**src/rtl/stack_ctrl.sv**
```systemverilog
// Stack CPU control unit: fetch/decode/execute sequencer owning pc and stack depth.
// Issues one-cycle datapath strobes and stops in a sticky HALT or FAULT state.
module stack_ctrl #(
  parameter int ADDR_W = 8,
  parameter int DATA_W = 8,
  parameter int DEPTH  = 16,
  localparam int SP_W  = $clog2(DEPTH + 1)
) (
  input  logic              clk,
  input  logic              rst,
  input  logic              run,
  output logic [ADDR_W-1:0] imem_addr,
  input  logic [DATA_W+3:0] imem_data,
  input  logic              top_zero,
  output logic [2:0]        dp_cmd,
  output logic [1:0]        alu_op,
  output logic [DATA_W-1:0] dp_imm,
  output logic [SP_W-1:0]   sp,
  output logic              halted,
  output logic              fault,
  output logic [1:0]        fault_code
);
  typedef enum logic [2:0] {S_FETCH, S_DECODE, S_EXEC, S_HALT, S_FAULT} state_t;

  localparam logic [2:0] CMD_NONE = 3'd0;
  localparam logic [2:0] CMD_PUSH = 3'd1;
  localparam logic [2:0] CMD_POP  = 3'd2;
  localparam logic [2:0] CMD_ALU  = 3'd3;
  localparam logic [2:0] CMD_DUP  = 3'd4;
  localparam logic [1:0] FC_NONE  = 2'd0;
  localparam logic [1:0] FC_UNDER = 2'd1;
  localparam logic [1:0] FC_OVER  = 2'd2;
  localparam logic [1:0] FC_ILL   = 2'd3;
  localparam logic [SP_W-1:0]   SP_FULL = SP_W'(DEPTH);
  localparam logic [SP_W-1:0]   SP_ONE  = SP_W'(1);
  localparam logic [SP_W-1:0]   SP_TWO  = SP_W'(2);
  localparam logic [ADDR_W-1:0] PC_ONE  = ADDR_W'(1);

  function automatic logic [ADDR_W-1:0] imm_to_addr(input logic [DATA_W-1:0] imm);
    logic [ADDR_W+DATA_W-1:0] ext;
    ext = {{ADDR_W{1'b0}}, imm};
    return ext[ADDR_W-1:0];
  endfunction

  state_t              state_q, state_d;
  logic [ADDR_W-1:0]   pc_q, pc_d;
  logic [SP_W-1:0]     sp_q, sp_d;
  logic [DATA_W+3:0]   ir_q, ir_d;
  logic [2:0]          cmd_q, cmd_d;
  logic [1:0]          alu_q, alu_d;
  logic [DATA_W-1:0]   imm_q, imm_d;
  logic                halted_q, halted_d;
  logic                fault_q, fault_d;
  logic [1:0]          code_q, code_d;

  logic [3:0]          dec_op, exe_op;
  logic [DATA_W-1:0]   dec_imm, exe_imm;
  logic [2:0]          chk_cmd;
  logic [1:0]          chk_code;

  assign dec_op  = imem_data[DATA_W+3:DATA_W];
  assign dec_imm = imem_data[DATA_W-1:0];
  assign exe_op  = ir_q[DATA_W+3:DATA_W];
  assign exe_imm = ir_q[DATA_W-1:0];

  // Legality and stack-depth checks on the word arriving from program memory
  always_comb begin
    chk_cmd  = CMD_NONE;
    chk_code = FC_NONE;
    case (dec_op)
      4'h0, 4'h8, 4'hF: chk_cmd = CMD_NONE;
      4'h1: if (sp_q == SP_FULL) chk_code = FC_OVER; else chk_cmd = CMD_PUSH;
      4'h2, 4'h9: if (sp_q == '0) chk_code = FC_UNDER; else chk_cmd = CMD_POP;
      4'h3, 4'h4, 4'h5, 4'h6: if (sp_q < SP_TWO) chk_code = FC_UNDER; else chk_cmd = CMD_ALU;
      4'h7: begin
        if (sp_q == '0)          chk_code = FC_UNDER;
        else if (sp_q == SP_FULL) chk_code = FC_OVER;
        else                     chk_cmd  = CMD_DUP;
      end
      default: chk_code = FC_ILL;
    endcase
  end

  always_comb begin
    state_d  = state_q;
    pc_d     = pc_q;
    sp_d     = sp_q;
    ir_d     = ir_q;
    cmd_d    = CMD_NONE;
    alu_d    = alu_q;
    imm_d    = imm_q;
    halted_d = halted_q;
    fault_d  = fault_q;
    code_d   = code_q;
    case (state_q)
      S_FETCH: if (run) state_d = S_DECODE;
      S_DECODE: begin
        ir_d = imem_data;
        if (chk_code != FC_NONE) begin
          state_d = S_FAULT;
          fault_d = 1'b1;
          code_d  = chk_code;
        end else begin
          state_d = S_EXEC;
          cmd_d   = chk_cmd;
          if (chk_cmd == CMD_PUSH) imm_d = dec_imm;
          if (chk_cmd == CMD_ALU)  alu_d = dec_op[1:0] - 2'd3;
        end
      end
      S_EXEC: begin
        state_d = S_FETCH;
        pc_d    = pc_q + PC_ONE;
        case (exe_op)
          4'h1, 4'h7: sp_d = sp_q + SP_ONE;
          4'h2, 4'h3, 4'h4, 4'h5, 4'h6: sp_d = sp_q - SP_ONE;
          4'h8: pc_d = imm_to_addr(exe_imm);
          4'h9: begin
            sp_d = sp_q - SP_ONE;
            if (top_zero) pc_d = imm_to_addr(exe_imm);
          end
          4'hF: begin
            pc_d     = pc_q;
            state_d  = S_HALT;
            halted_d = 1'b1;
          end
          default: pc_d = pc_q + PC_ONE;
        endcase
      end
      default: state_d = state_q;
    endcase
  end

  always_ff @(posedge clk) begin
    if (rst) begin
      state_q  <= S_FETCH;
      pc_q     <= '0;
      sp_q     <= '0;
      cmd_q    <= CMD_NONE;
      alu_q    <= '0;
      imm_q    <= '0;
      halted_q <= 1'b0;
      fault_q  <= 1'b0;
      code_q   <= FC_NONE;
    end else begin
      state_q  <= state_d;
      pc_q     <= pc_d;
      sp_q     <= sp_d;
      cmd_q    <= cmd_d;
      alu_q    <= alu_d;
      imm_q    <= imm_d;
      halted_q <= halted_d;
      fault_q  <= fault_d;
      code_q   <= code_d;
    end
  end

  // The instruction register is rewritten in every DECODE before EXEC reads it
  always_ff @(posedge clk) begin
    ir_q <= ir_d;
  end

  assign imem_addr  = pc_q;
  assign dp_cmd     = cmd_q;
  assign alu_op     = alu_q;
  assign dp_imm     = imm_q;
  assign sp         = sp_q;
  assign halted     = halted_q;
  assign fault      = fault_q;
  assign fault_code = code_q;
endmodule

```
**config.mk**
```make
export PLATFORM = sky130hd
export DESIGN_NAME = stack_ctrl
export DESIGN_NICKNAME = d
export VERILOG_FILES = /design/src/rtl/stack_ctrl.sv
export SDC_FILE = /design/constraint.sdc
export NUM_CORES = 1
export LEC_CHECK = 0
export ABC_AREA = 0
export BUFFER_PORTS_ARGS = -buffer_cell sky130_fd_sc_hd__buf_2
export CORE_ASPECT_RATIO = 0.6
export CORE_MARGIN = 4
export CORE_UTILIZATION = 32
export CTS_CLUSTER_SIZE = 40
export DETAILED_ROUTE_END_ITERATION = 12
export GPL_TIMING_DRIVEN = 0
export PLACE_DENSITY = 0.61
export SYNTH_ARGS = -nofsm -noshare
export SYNTH_HDL_FRONTEND = slang
export SYNTH_SLANG_ARGS = --single-unit
```
**constraint.sdc**
```tcl
create_clock -name clk -period 3.84 [get_ports clk]
set_input_delay 0.576 -clock clk [delete_from_list [all_inputs] [get_ports clk]]
set_output_delay 0.576 -clock clk [all_outputs]
set_load 0.05 [all_outputs]
```
# ---- Word level (Yosys, flattened, before mapping)
# Index checks and enable logic that the tools add are counted.
dict set report word_totals {
  word_cells 81
  inputBits 16
  output_inout_bits 30
  regBits 45
}
dict set report op_classes {
  magnitude_cmp 1
  n_reduce_logical 19
  n_eq_ne 26
  n_addsub 4
  n_mux 18
  bitwise_logic 3
}
# op n
set op_table {}
lappend op_table {{$eq A4 B3 Y1 const B} 8}
lappend op_table {{$eq A4 B4 Y1 const B} 6}
lappend op_table {{$pmux W8 S3} 1}
lappend op_table {{$eq A4 B2 Y1 const B} 4}
lappend op_table {{$mux W3} 4}
lappend op_table {{$pmux W3 S4} 1}
lappend op_table {{$mux W2} 5}
lappend op_table {{$pmux W2 S5} 1}
lappend op_table {{$pmux W5 S2} 1}
lappend op_table {{$reduce_and A2 Y1} 5}
lappend op_table {{$pmux W3 S3} 1}
lappend op_table {{$add A8 B1 Y8 const B} 1}
lappend op_table {{$eq A4 B1 Y1 const B} 2}
lappend op_table {{$mux W8} 1}
lappend op_table {{$eq A3 B1 Y1 const B} 2}
lappend op_table {{$eq A3 B2 Y1 const B} 2}
lappend op_table {{$reduce_and A3 Y1} 2}
lappend op_table {{$reduce_or A3 Y1} 2}
lappend op_table {{$reduce_or A6 Y1} 1}
lappend op_table {{$add A5 B1 Y5 const B} 1}
lappend op_table {{$eq A5 B5 Y1 const B} 1}
lappend op_table {{$logic_not A5 Y1} 1}
lappend op_table {{$lt A5 B2 Y1 const B} 1}
lappend op_table {{$sub A5 B1 Y5 const B} 1}
lappend op_table {{10 further kinds} 16}

# ---- Logic depth before layout (Yosys ltp)
dict set report logic_depth {
  depth_word 7
  depth_mapped 10
  depth_no_buf 10
}

# ---- Worst setup path after synthesis
# Ideal clock, no wire load.
dict set report synth_timing {
  path_kind {input to register}
  startpoint {input imem_data[9]}
  endpoint {register alu_q[0], in the netlist alu_op[0]}
  path_slack_ns 1.543
  t_arrival_ns 2.175
  n_path_buf 0
  setup_ns 0.121
  path_stages 8
  path_cell_list {inv_1 ha_1 nor3_1 nor3b_1 o31a_1 nor3_2 nand4_2 mux2_4}
}
dict set report synth_via {
  elab_chain_len 6
  word_cells_on_any_way 20
  classes_between {11 x eq/ne; 2 x mux; 1 x bitwise; 6 x reduce/logical}
}
# item line_no
set synth_lines {}
lappend synth_lines {{start: declaration} 13} ;# input logic [DATA_W+3:0] imem_data,
lappend synth_lines {{$eq A4 B2 Y1, or another cell as far along} 70} ;# case (dec_op)
lappend synth_lines {{$reduce_or A4 Y1, or another cell as far along} 70}
lappend synth_lines {{$pmux W2 S5} 70}
lappend synth_lines {{$reduce_bool A2 Y1} 99} ;# if (chk_code != FC_NONE) begin
lappend synth_lines {{$not A1 Y1 (no line)} n/a}
lappend synth_lines {{$reduce_and A3 Y1 (no line) (*)} n/a}
lappend synth_lines {{end signal: assignment} 149} ;# alu_q <= alu_d;
lappend synth_lines {{end: declaration} 50} ;# logic [1:0] alu_q, alu_d;
# Mark *: on every way between the ends. The rest lies on a longest branch, timed or not.
# A chain may end at the register's enable or synchronous reset.

# ---- Worst setup path in the final report
dict set report layout_timing {
  startpoint {register ir_q[9]}
  endpoint {register sp_q[4], in the netlist sp[4]}
}
dict set report layout_via {
  elab_chain_len 4
  word_cells_on_any_way 13
  classes_between {8 x eq/ne; 1 x mux; 4 x reduce/logical}
}
# item line_no
set layout_lines {}
lappend layout_lines {{start: declaration} 48} ;# logic [DATA_W+3:0] ir_q, ir_d;
lappend layout_lines {{start signal: assignment} 159} ;# ir_q <= ir_d;
lappend layout_lines {{$eq A4 B4 Y1, or another cell as far along} 113} ;# case (exe_op)
lappend layout_lines {{$reduce_or A6 Y1 (no line) or $reduce_or A2 Y1 (tied branches)} n/a}
lappend layout_lines {{$reduce_bool A2 Y1 (no line)} n/a}
lappend layout_lines {{$reduce_and A2 Y1 (no line)} n/a}
lappend layout_lines {{end signal: assignment} 147} ;# sp_q <= sp_d;
lappend layout_lines {{end: declaration} 47} ;# logic [SP_W-1:0] sp_q, sp_d;
# Parallel ways exist; a longest one is shown, timed or not.

==> summary.md <==
| Metric | Value |
|---|---|
| Synth Register Bits | `45` |
| Final Max Slew Viols | `0` |
| H-tree Lvls | `2` |
| Crit path max fanout | `5` |
| Post_cts resized | `0` |
| Final hold vios | `0` |
| WP data arrival | `2.73 ns` |
| Postcts setup bufs | `0` |
| Outcome | `finished, final reports clean` |
| Row count | `23` |
| RSZ-0062 raised after global routing | `false` |
| Worst reg-to-reg setup slack | `1.33 ns` |
| Post-synth EDFFs | `12` |
| Rel. slew slack | `53.5%` |
| Max cap viols | `0` |
| Buffers on Ports | `45` |
| DR vias | `1,774` |
| Worst hold path type | `flip-flop to flip-flop` |
| Setup TNS | `0 ns` |
| Mapped Area | `between 0.002 and 0.0025 mm²` |
| Peak VDD IR | `roughly 0.28 mV` |
| CTS tree | `yes` |
| Die Y | `73.5 µm` |
| Grt ovf | `0` |
| Die ar. | `0.00860 mm²` |
| Placed instance count | `366` |
| CTS Buffer Depth | `2` |
| Dominant synthesized flop cell | `dfxtp_1` |
| Clock Sinks | `45` |
| Avg Vias per Cell | `4.74` |
| Post-Syn Instances | `234` |
| Initial antenna violation count | `0` |
| Worst-Margin Slew | `roughly 0.7 ns` |
| Synth area leader | `dfxtp_1` |
| Synth cell types | `47` |
| Post-DRT Antenna Nets | `0` |
| Largest net degree at the start of global routing | `18` |
| Routed wire length | `5420 µm` |
| CP startpoint kind | `flip-flop` |
| Final Wtd Congestion | `0.833` |
| Clk slew on worst S/H paths | `~0.070 ns` |
| Layout Skew | `about 0.0078 ns` |
| Clock root cell | `clkbuf_16` |
| Worst-Skew Late Latency | `0.29 ns` |
| Setup Viol. Count Final | `0` |
| First-pass GRT wire length | `8810 µm` |
| Final core utilization | `between 40% and 50%` |
| Crit end category | `flip-flop` |
| CTS buffer count | `5` |
| Final non-filler cell total | `between 300 and 400` |
| Vias in the first global route | `1,757` |
| Die width | `117 µm` |
| Core ar. | `0.00679 mm²` |
| Mapped Nets | `about 260` |
| Tmin final | `2.51 ns` |
| DP HPWL | `4090 µm` |
| Most frequent cell after synthesis | `dfxtp_1` |
| GRT Util Overall | `13.4%` |
| Residual DRC | `0` |
| PD cells | `430 mW/mm²` |
| Ys Warns | `0` |
| Mean Syn Cell Area | `9.76 µm²` |
| First drt pass iteration count | `4` |
| Synth cell count leaders | `dfxtp_1, nor2_1, nand2b_1, o21ai_0, nand2_1` |
| Boundary Pins | `46` |
| Initial Util | `33.6%` |
| Ys async rst share | `0%` |
| Final #Nets | `311` |
| Area Growth Syn to Fin | `23.1%` |
| Leakage | `about 0.0012 µW` |
| Worst path required time | `4.05 ns` |
| Avg WL per Cell | `about 14 µm` |
| Final Cycle Share | `65.5%` |
| CP Class | `flip-flop to flip-flop` |
| Top cell type's share of synthesized area | `28.9%` |
| # diodes | `0` |
| Synth area leaders | `dfxtp_1, edfxtp_1, nand2b_1, nor2_1, mux2i_1` |
| Sequential element share of the synthesized area | `44.7%` |
| Cts hold-fix bufs | `0` |
| Share of layout cells above drive strength 1 | `24.4%` |
| Initial DRC Count | `83` |
| Max Freq | `0.398 GHz` |
cells in the final DEF, fill, tap and decap left out, types with 2 or more instances in the layout:
cell       netlist  final
a21o_1           2      2
a21oi_1         10     10
a22o_1           2      2
a22oi_1          8      8
and3_1           7      7
buf_2            2     47
buf_6            2      2
bufinv_16        0      2
clkbuf_1         5      5
clkbuf_16        0      5
dfxtp_1         33     33
edfxtp_1        12     12
ha_1             8      8
inv_1            5      5
mux2i_1         11     11
nand2_1         13     13
nand2b_1        24     24
nor2_1          30     30
nor2b_1          5      5
nor3_1           2      2
nor3_2           2      2
nor3b_1          2      2
o21ai_0         19     19
o21ba_2          2      2
o31ai_1          2      2
xnor2_1          2      2
xor2_1           2      2
final timing paths:
| kind | from | endpoint | cells after the start |
|---|---|---|---|
| max | ir_q[9] | sp[4] | 9 |
| min | dp_imm[7] | dp_imm[7] | 2 |
| max reg2reg | ir_q[9] | sp[4] | 9 |
| min reg2reg | dp_imm[7] | dp_imm[7] | 2 |
cells by family after synthesis:
logic type               synth area share, %
buffers and inverters                   3.40
multiplexers                            6.95
XOR/XNOR                                1.53
AND/OR/NAND/NOR                         21.8
adder cells (fa/ha/maj)                 5.26
AO/OA/AOI/OAI                           16.4
flip-flops                              44.7
registers in the layout (all words and copies together) (netlist names), 2 cells and up:
register / flops
dp_imm: 8
fault_code: 2
alu_op: 2
ir_q: 12
imem_addr: 8
state_q: 3
dp_cmd: 3
sp: 5
per-stage QoR:
| step | worst slack (ns) | cell area (µm²) | hold WS, ns | power (µW) |
|---|---|---|---|---|
| 6_report | 1.33 | 2810 | 0.473 | 1210 |
| 5_1_grt | 1.09 | 2810 | 0.475 | 1270 |
| 4_1_cts | 1.30 | 2810 | 0.475 | 1220 |
| 3_5_place_dp | 1.13 | 2620 | 0.464 | 662 |
| 3_3_place_gp | 1.19 | 2620 | 0.460 | 660 |
| 2_1_floorplan | 1.54 | 2280 | 0.492 | 620 |
power by group:
group	switching [µW]	leakage [µW]	internal [µW]
combinational	85.5	0.000713	47.2
clock	184	0.0000944	375
sequential	12.9	0.000378	505
layer usage:
layer	global-route usage (%)	up-vias	share of wire, %
li1	-	931	-
met1	21.0	805	56
met2	17.8	36	39
met3	3.37	2	5.4
met4	3.44	0	0.26
met5	0	-	0
critical path, cell delays in order, from the launching register on:
cell	delay [ns]
edfxtp_1	0.45
nor2_1	0.19
nor2_1	0.07
a21oi_1	0.43
ha_1	0.37
a21o_1	0.19
a21oi_1	0.17
xor2_1	0.11
or3_1	0.33
a21oi_1	0.14
cell type report:
cell class	count	area (µm²)
Inverter	5	18.8
Tap cell	87	109
Sequential cell	45	1020
Fill cell	671	3980
Timing Repair Buffer	45	225
Clock buffer	5	125
Buffer	10	58.8
Multi-Input combinational cell	174	1190
Clock inverter	3	68.8
Note: power is estimated with default switching activity, not from simulation.
